### src/rtl/waffle_pkg.sv
// Shared types and defaults for the image loader.
package waffle_pkg;

    typedef logic [31:0] addr_t;
    typedef logic [31:0] pixel_t;

    typedef enum logic [1:0] {
        IDLE = 2'd0,
        LOAD = 2'd1,
        KICK = 2'd2,
        WAIT = 2'd3
    } loader_state_t;

    localparam int DEF_IMG_ROWS = 32;
    localparam int DEF_IMG_COLS = 32;

endpackage

### src/rtl/loader_addr_gen.sv
// Row/column pixel counters and the raster-order memory address they imply.
module loader_addr_gen
    import waffle_pkg::*;
#(
    parameter int    IMG_ROWS  = DEF_IMG_ROWS,
    parameter int    IMG_COLS  = DEF_IMG_COLS,
    parameter addr_t BASE_ADDR = '0
) (
    input  logic  clk,
    input  logic  rst_n,
    input  logic  clear,
    input  logic  advance,
    output addr_t addr,
    output logic  is_final
);

    localparam int RW = (IMG_ROWS > 1) ? $clog2(IMG_ROWS) : 1;
    localparam int CW = (IMG_COLS > 1) ? $clog2(IMG_COLS) : 1;
    localparam logic [RW-1:0] ROW_MAX = RW'(IMG_ROWS - 1);
    localparam logic [CW-1:0] COL_MAX = CW'(IMG_COLS - 1);

    logic [RW-1:0] row_q, row_d;
    logic [CW-1:0] col_q, col_d;
    logic          col_wrap;

    assign col_wrap = (col_q == COL_MAX);
    assign is_final = (row_q == ROW_MAX) && col_wrap;
    assign addr     = BASE_ADDR + addr_t'(row_q) * addr_t'(IMG_COLS) + addr_t'(col_q);

    // Next counter values: clear wins, otherwise step one pixel in raster order.
    always_comb begin
        row_d = row_q;
        col_d = col_q;
        if (clear) begin
            row_d = '0;
            col_d = '0;
        end else if (advance) begin
            if (col_wrap) begin
                col_d = '0;
                row_d = (row_q == ROW_MAX) ? '0 : row_q + RW'(1);
            end else begin
                col_d = col_q + CW'(1);
            end
        end
    end

    // Counter registers.
    always_ff @(posedge clk or negedge rst_n) begin
        if (!rst_n) begin
            row_q <= '0;
            col_q <= '0;
        end else begin
            row_q <= row_d;
            col_q <= col_d;
        end
    end

endmodule

### src/rtl/image_loader.sv
// Streams one frame of pixels into memory, kicks the solver, waits for it.
// Optional feature macro: IMAGE_LOADER_CHECKSUM_EN adds a running pixel checksum output.
//
// state | meaning
// IDLE  | no frame in progress, waiting for frame_start
// LOAD  | accepting pixels and writing them to memory
// KICK  | last pixel written, one-cycle solver_start
// WAIT  | solver owns memory until solver_complete
module image_loader
    import waffle_pkg::*;
#(
    parameter int    IMG_ROWS  = DEF_IMG_ROWS,
    parameter int    IMG_COLS  = DEF_IMG_COLS,
    parameter addr_t BASE_ADDR = '0
) (
    input  logic   clk,
    input  logic   rst_n,
    input  logic   frame_start,
    input  logic   in_valid,
    input  pixel_t in_data,
    input  logic   in_last,
    output logic   in_ready,
    output addr_t  mem_addr,
    output pixel_t mem_wdata,
    output logic   mem_we,
    output logic   solver_start,
    input  logic   solver_complete,
    output logic   frame_done,
    output logic   err
`ifdef IMAGE_LOADER_CHECKSUM_EN
    ,
    output pixel_t checksum
`endif
);

    loader_state_t state_q, state_d;

    logic   start_frame;
    logic   accept;
    logic   is_final;
    addr_t  gen_addr;

    logic   done_q, done_d;
    logic   err_q, err_d;
    logic   mem_we_q, mem_we_d;
    addr_t  mem_addr_q, mem_addr_d;
    pixel_t mem_wdata_q, mem_wdata_d;

    loader_addr_gen #(
        .IMG_ROWS (IMG_ROWS),
        .IMG_COLS (IMG_COLS),
        .BASE_ADDR(BASE_ADDR)
    ) u_addr_gen (
        .clk     (clk),
        .rst_n   (rst_n),
        .clear   (start_frame),
        .advance (accept),
        .addr    (gen_addr),
        .is_final(is_final)
    );

    // Next state and the control strobes that depend only on state.
    always_comb begin
        state_d      = state_q;
        start_frame  = 1'b0;
        in_ready     = 1'b0;
        solver_start = 1'b0;
        frame_done   = 1'b0;
        case (state_q)
            IDLE: begin
                if (frame_start) begin
                    start_frame = 1'b1;
                    state_d     = LOAD;
                end
            end
            LOAD: begin
                // The cycle after the final pixel is taken carries its write,
                // so LOAD lingers one cycle with in_ready low before KICK.
                in_ready = !done_q;
                if (done_q) begin
                    state_d = KICK;
                end
            end
            KICK: begin
                solver_start = 1'b1;
                state_d      = WAIT;
            end
            WAIT: begin
                if (solver_complete) begin
                    frame_done = 1'b1;
                    state_d    = IDLE;
                end
            end
            default: state_d = IDLE;
        endcase
    end

    assign accept = in_valid && in_ready;

    // Write pipeline, end-of-load flag and sticky framing error.
    always_comb begin
        mem_we_d    = accept;
        mem_addr_d  = accept ? gen_addr : mem_addr_q;
        mem_wdata_d = accept ? in_data : mem_wdata_q;
        err_d       = err_q || (accept && (in_last != is_final));
        done_d      = start_frame ? 1'b0 : (done_q || (accept && is_final));
    end

    // State register.
    always_ff @(posedge clk or negedge rst_n) begin
        if (!rst_n) begin
            state_q <= IDLE;
        end else begin
            state_q <= state_d;
        end
    end

    // Datapath registers.
    always_ff @(posedge clk or negedge rst_n) begin
        if (!rst_n) begin
            mem_we_q    <= 1'b0;
            mem_addr_q  <= '0;
            mem_wdata_q <= '0;
            err_q       <= 1'b0;
            done_q      <= 1'b0;
        end else begin
            mem_we_q    <= mem_we_d;
            mem_addr_q  <= mem_addr_d;
            mem_wdata_q <= mem_wdata_d;
            err_q       <= err_d;
            done_q      <= done_d;
        end
    end

    assign mem_we    = mem_we_q;
    assign mem_addr  = mem_addr_q;
    assign mem_wdata = mem_wdata_q;
    assign err       = err_q;

`ifdef IMAGE_LOADER_CHECKSUM_EN
    pixel_t csum_q, csum_d;

    // Wrapping sum of the pixels accepted since the last frame_start.
    always_comb begin
        csum_d = csum_q;
        if (start_frame) begin
            csum_d = '0;
        end else if (accept) begin
            csum_d = csum_q + in_data;
        end
    end

    // Checksum register.
    always_ff @(posedge clk or negedge rst_n) begin
        if (!rst_n) begin
            csum_q <= '0;
        end else begin
            csum_q <= csum_d;
        end
    end

    assign checksum = csum_q;
`endif

endmodule
### config.mk
export PLATFORM = sky130hd
export DESIGN_NAME = image_loader
export DESIGN_NICKNAME = d
export VERILOG_FILES = /design/src/rtl/waffle_pkg.sv /design/src/rtl/loader_addr_gen.sv /design/src/rtl/image_loader.sv
export SDC_FILE = /design/constraint.sdc
export NUM_CORES = 1
export LEC_CHECK = 0
export CAP_MARGIN = 20
export CORE_MARGIN = 2
export CORE_UTILIZATION = 40
export DETAILED_ROUTE_END_ITERATION = 8
export GPL_ROUTABILITY_DRIVEN = 1
export PLACE_DENSITY = 0.74
export REMOVE_ABC_BUFFERS = 1
export SYNTH_ARGS = -nofsm -noshare
export SYNTH_HDL_FRONTEND = slang
export SYNTH_HIERARCHICAL = 1
export SYNTH_SLANG_ARGS = --single-unit
### constraint.sdc
create_clock -name clk -period 2.95 [get_ports clk]
set_input_delay 0.59 -clock clk [delete_from_list [all_inputs] [get_ports clk]]
set_output_delay 0.59 -clock clk [all_outputs]
set_load 0.05 [all_outputs]
======== Yosys cells after proc, flatten, opt, wreduce, memory -nomap -nowiden ========
Index checks and enable logic that the tools add are counted.
operators by class
  add/subtract/negate cells ............... 3
  eq/ne operators ......................... 9
  multiplexer cells ....................... 18
  reductions and logical operators ........ 12
operators with widths
  operator               count
  $mux W5                7
  $add A10 B5 Y11        1
  $add A5 B1 Y5 const B  2
  $eq A5 B5 Y1 const B   2
  $pmux W2 S4            1
  $mux W1                7
  $mux W2                3
  $ne A2 B2 Y1 const B   3
  $eq A2 B2 Y1 const B   2
  $logic_and A1 B1 Y1    4
  $reduce_bool A2 Y1     2
  $reduce_and A3 Y1      1
  $eq A2 B1 Y1 const B   1
  $logic_not A2 Y1       1
  $logic_or A1 B1 Y1     2
  $reduce_and A2 Y1      1
  $logic_not A1 Y1       1
  $ne A1 B1 Y1           1
word-level totals
  flip-flop bits (word level) ............. 79
  input port bits ......................... 38
  output and inout port bits .............. 69
  word-level logic and storage cells ...... 50

======== Logic depth before layout (Yosys ltp) ========
Gate-level depths: netlist of run 1.
  word-level depth ........................ 6
  mapped depth ............................ 9
  depth with buffers taken out ............ 6

======== Cells and area by module ========
Netlist of run 1, hierarchy kept.
modules (own cells, without submodules)
  module           instances  cells each  area an instance (um2)  seq. area each (um2)
  image_loader     1          162         2822.7                  1726.7
  loader_addr_gen  1          79          716.9                   250.2

======== Worst setup path before layout of run 1 ========
No wires, ideal clock.
  path kind ............................... register to register
  start ................................... register state_q[1]
  end ..................................... register u_addr_gen.row_q[2]
  library setup time ...................... 0.078 ns
  data arrival time ....................... 1.902 ns
  data required time ...................... 2.872 ns
  setup slack ............................. 0.970 ns
  cell stages (with the launch flop) ...... 10
  buffers on the path ..................... 3
  clock period less this slack ............ 1.980 ns
  path through ............................ dfrtp_1 -> inv_1 -> ha_1 -> and3b_1 -> clkbuf_2 -> buf_2 -> buf_6 -> nand2_4 -> or4b_1 -> a21oi_1
on the way
  longest elaborated chain between the ends .. 5
  elaborated cells on any way between the ends .. 9
  those cells by class .................... eq/ne: 1; mux: 3; reduce/logical: 5
RTL lines
  item                                 line                   RTL
  start: declaration                   image_loader.sv:36     loader_state_t state_q, state_d;
  start signal: assignment             image_loader.sv:114    state_q <= state_d;
  $eq A2 B1 Y1                         image_loader.sv:69     case (state_q)
  $mux W1                              image_loader.sv:69
  $logic_and A1 B1 Y1                  image_loader.sv:98     assign accept = in_valid && in_ready;
  named net accept                     image_loader.sv:39     logic accept;
  $reduce_bool A2 Y1 (no source line)  n/a
  $reduce_and A2 Y1 (no source line)   n/a
  end signal: assignment               loader_addr_gen.sv:53  row_q <= row_d;
  end: declaration                     loader_addr_gen.sv:22  logic [RW-1:0] row_q, row_d;
The timed path passes the listed nets, and every way through them passes these cells.
A chain may end at the register's enable or synchronous reset.

======== Worst setup path after layout of run 1 ========
  start ................................... register state_q[1]
  end ..................................... output port in_ready
on the way
  longest elaborated chain between the ends .. 2
RTL lines
  item              line                RTL
  $eq A2 B1 Y1      image_loader.sv:69
  $mux W1           image_loader.sv:69
  end: declaration  image_loader.sv:22  output logic in_ready,
No other way between the ends.

==> metrics.md, run 1 <==
| Metric | Value |
|---|---|
| Placement Cell Area | `0.004559 mm²` |
| Relative slew margins | `0.6521` |
| Final net count | `a little under 400` |
| Final period util | `0.8755` |
| Yosys warning count | `6` |
| Status | `complete, no violations` |
| Minimum clock period | `about 2600 ps` |
| CTS Hold Bufs | `0` |
| Final setup viols | `0` |
| Port-buffer cells | `106` |
| Most common cell after layout, fill and taps aside | `clkdlybuf4s50_1` |
| Clock skew | `9.277 ps` |
| Clk buf depth | `2` |
| Power, Total | `0.003088 W` |
| H-tree levels | `3` |
| DRT Pass-1 Iters | `4` |
| Pwr/cell area | `646.4 mW/mm²` |
| Starting density of the core | `0.4099` |
| IO Pins | `107` |
| Share of the synthesized area in the top cell type | `0.5585` |
| Count of pins over their slew limit | `0` |
| CP startpoint kind | `flop` |
| Fin util | `0.5532` |
| Seq/Total Area, Yosys | `0.5585` |
| HP Class | `input port to async pin` |
| Max stage delay cell, worst path | `clkdlybuf4s50_1` |
| Drt initial violations | `46` |
| CP max FO | `4` |
| Max incr delay on CP | `810 ps` |
| DIE WIDTH | `98.07 µm` |
| Vias in the first global route | `2212` |
| Cell Rows | `34` |
| Setup bufs post-CTS | `0` |
| Clock Latency Late Sink | `340 ps` |
| CTS tree | `built` |
| Commonest cells after routing, fill and taps aside | `105 x clkdlybuf4s50_1, 79 x dfrtp_1, 35 x mux2_2` |
| Die H | `between 90 and 100 µm` |
| Gr usage total | `0.1433` |
| Crit path kind | `flop to primary output` |
| Setup TNS | `0 ps` |
| Sink Count | `79` |
| Antenna violations before repair | `0` |
| RSZ-0062 raised after global routing | `no` |
| Wire length per cell | `14.18 µm` |
| Via-per-instance ratio | `4.648` |
| CP arrival | `1990 ps` |
| Post-Syn Area per Cell | `between 10 and 15 µm²` |
| Post-Route WL | `approximately 6600 µm` |
| Post-Syn Instances | `241` |
| Std-Cell Core Area | `0.008636 mm²` |
| MaxCap Viol Count | `0` |
| Worst VDD drop | `266.4 µV` |
| Crit path cell chain | `inv_1 > ha_1 > and2b_1 > clkdlybuf4s50_1` |
| Min Hold Slack | `82.96 ps` |
| Top cells by area, synth | `dfrtp_1 56%, mux2_4 13%, mux2_2 11%` |
| Final hold viol count | `0` |
| Worst-Margin Slew | `520.2 ps` |
| Cell area after synthesis | `0.003540 mm²` |
| Crit end category | `primary output` |
| Area delta synth->final | `34.96%` |
| #FFs+latches synth | `79` |
| Fmax | `387.2 MHz` |
| Die Area | `0.009618 mm²` |
| Synth area leader | `dfrtp_1` |
| Via count | `2152` |
| Worst-case reg-to-reg path depth | `6` |
| Total CTS buffers | `9` |
| Fillers | `about 760` |
| GPL Wtd Cong | `0.7516` |
| First-pass GRT wire length | `around 11000 µm` |
| Post-route ant nets | `0` |
| DRC viols | `0` |
| Grt total ovfl | `0` |
| Ant diodes | `0` |
| Post-cts sizing count | `0` |
| Final Cell Area | `0.004777 mm²` |
| CP required | `2360 ps` |
| Detail Placement HPWL | `4500 µm` |
| Share of cells above drive strength 1 | `0.2451` |
| Largest net degree at the start of global routing | `80` |
| CTS clock-pin slew for the worst setup and hold paths | `80 ps` |
| Leak | `2.161 nW` |
| CTS root buf | `clkbuf_8` |
| Post-synthesis cell type count | `32` |
synthesized netlist by cell type:
library cell   n
a21o_1         1
nor4bb_1       1
mux2_2        35
buf_12         3
buf_4         23
nor2_1         7
nand2_1        3
a221oi_2       1
o21ai_0        4
dfrtp_1       79
a31oi_1        2
or3_1          1
mux2_4        30
and2_1         3
nand3_1        4
a21oi_1        9
buf_2          3
xor2_1         1
or4_1          2
inv_1          5
and2b_1        1
clkbuf_2       1
ha_1           9
nor3b_1        1
buf_6          2
and3b_1        1
and3_1         2
nand2_4        1
clkbuf_1       1
or4b_1         1
conb_1         1
mux2i_1        3
area by class of cell:
type / instances / area (µm²) / area share
well taps: 108 / 135.1 / 0.02829
multi-input cells: 145 / 1348 / 0.2821
clock buffers: 11 / 131.4 / 0.02750
inverters: 5 / 18.77 / 0.003929
flip-flops and latches: 79 / 1977 / 0.4138
clock inverters: 5 / 58.81 / 0.01231
repair buffers: 110 / 1109 / 0.2321
where the power goes:
part,switching (W),internal (W)
sequential,0.000107,0.00123
clock,0.000391,0.000392
combinational,0.000567,0.000401
total,0.00106,0.00202
path summary, 6_finish.rpt:
check                                     from             endpoint  slack (ps)
hold / removal                           rst_n               mem_we          80
min in group clk                           err                  err         460
hold reg to reg                            err                  err         460
setup / recovery                    state_q[1]             in_ready         370
setup reg to reg           u_addr_gen/col_q[1]  u_addr_gen/row_q[2]         940
max in group asynchronous                rst_n        mem_wdata[15]        2290
critical path, delay by kind of cell (launching register included):
family | cells | cell delay [ps]
adders and majority gates | 1 | 170
buffers and inverters | 2 | 920
DFF | 1 | 410
and+or+nand+nor | 1 | 160
per-stage QoR:
stage / worst slack, ps / instances
finish: 367.2 / 463
CTS: 335.9 / 462
detailed placement: 385.5 / 446
global route: 245.7 / 463
floorplan: -819.0 / 229
global placement: 388.2 / 446
flip-flops by register name, indices dropped and copies added (netlist names):
register,cells
done_q,1
err,1
mem_addr,32
mem_wdata,32
mem_we,1
state_q,2
u_addr_gen/col_q,5
u_addr_gen/row_q,5
cells by family after synthesis:
kind of cell	count (synthesis)	synth area share
fa+ha+maj	9	0.03181
buf+inv	38	0.08413
mux	68	0.2471
simple gates	28	0.04666
xor+xnor	1	0.002475
flops	79	0.5585
other cells	1	0.001059
compound gates	17	0.02828
metal layers:
| layer | routed length [µm] | track usage | share of wire |
|---|---|---|---|
| met1 | 2852 | 0.1823 | 0.43 |
| met2 | 3232 | 0.2255 | 0.49 |
| met3 | 397 | 0.04653 | 0.060 |
| met4 | 83 | 0.06090 | 0.013 |
| met5 | 0 | 0 | 0 |
Note: power is estimated with default switching activity, not from simulation.
==> run 2, diff against run 1 <==
- GPL_ROUTABILITY_DRIVEN: 1 -> 0
==> results of run 2 <==
No change in the layout: final DEF, timing and power equal those of run 1.
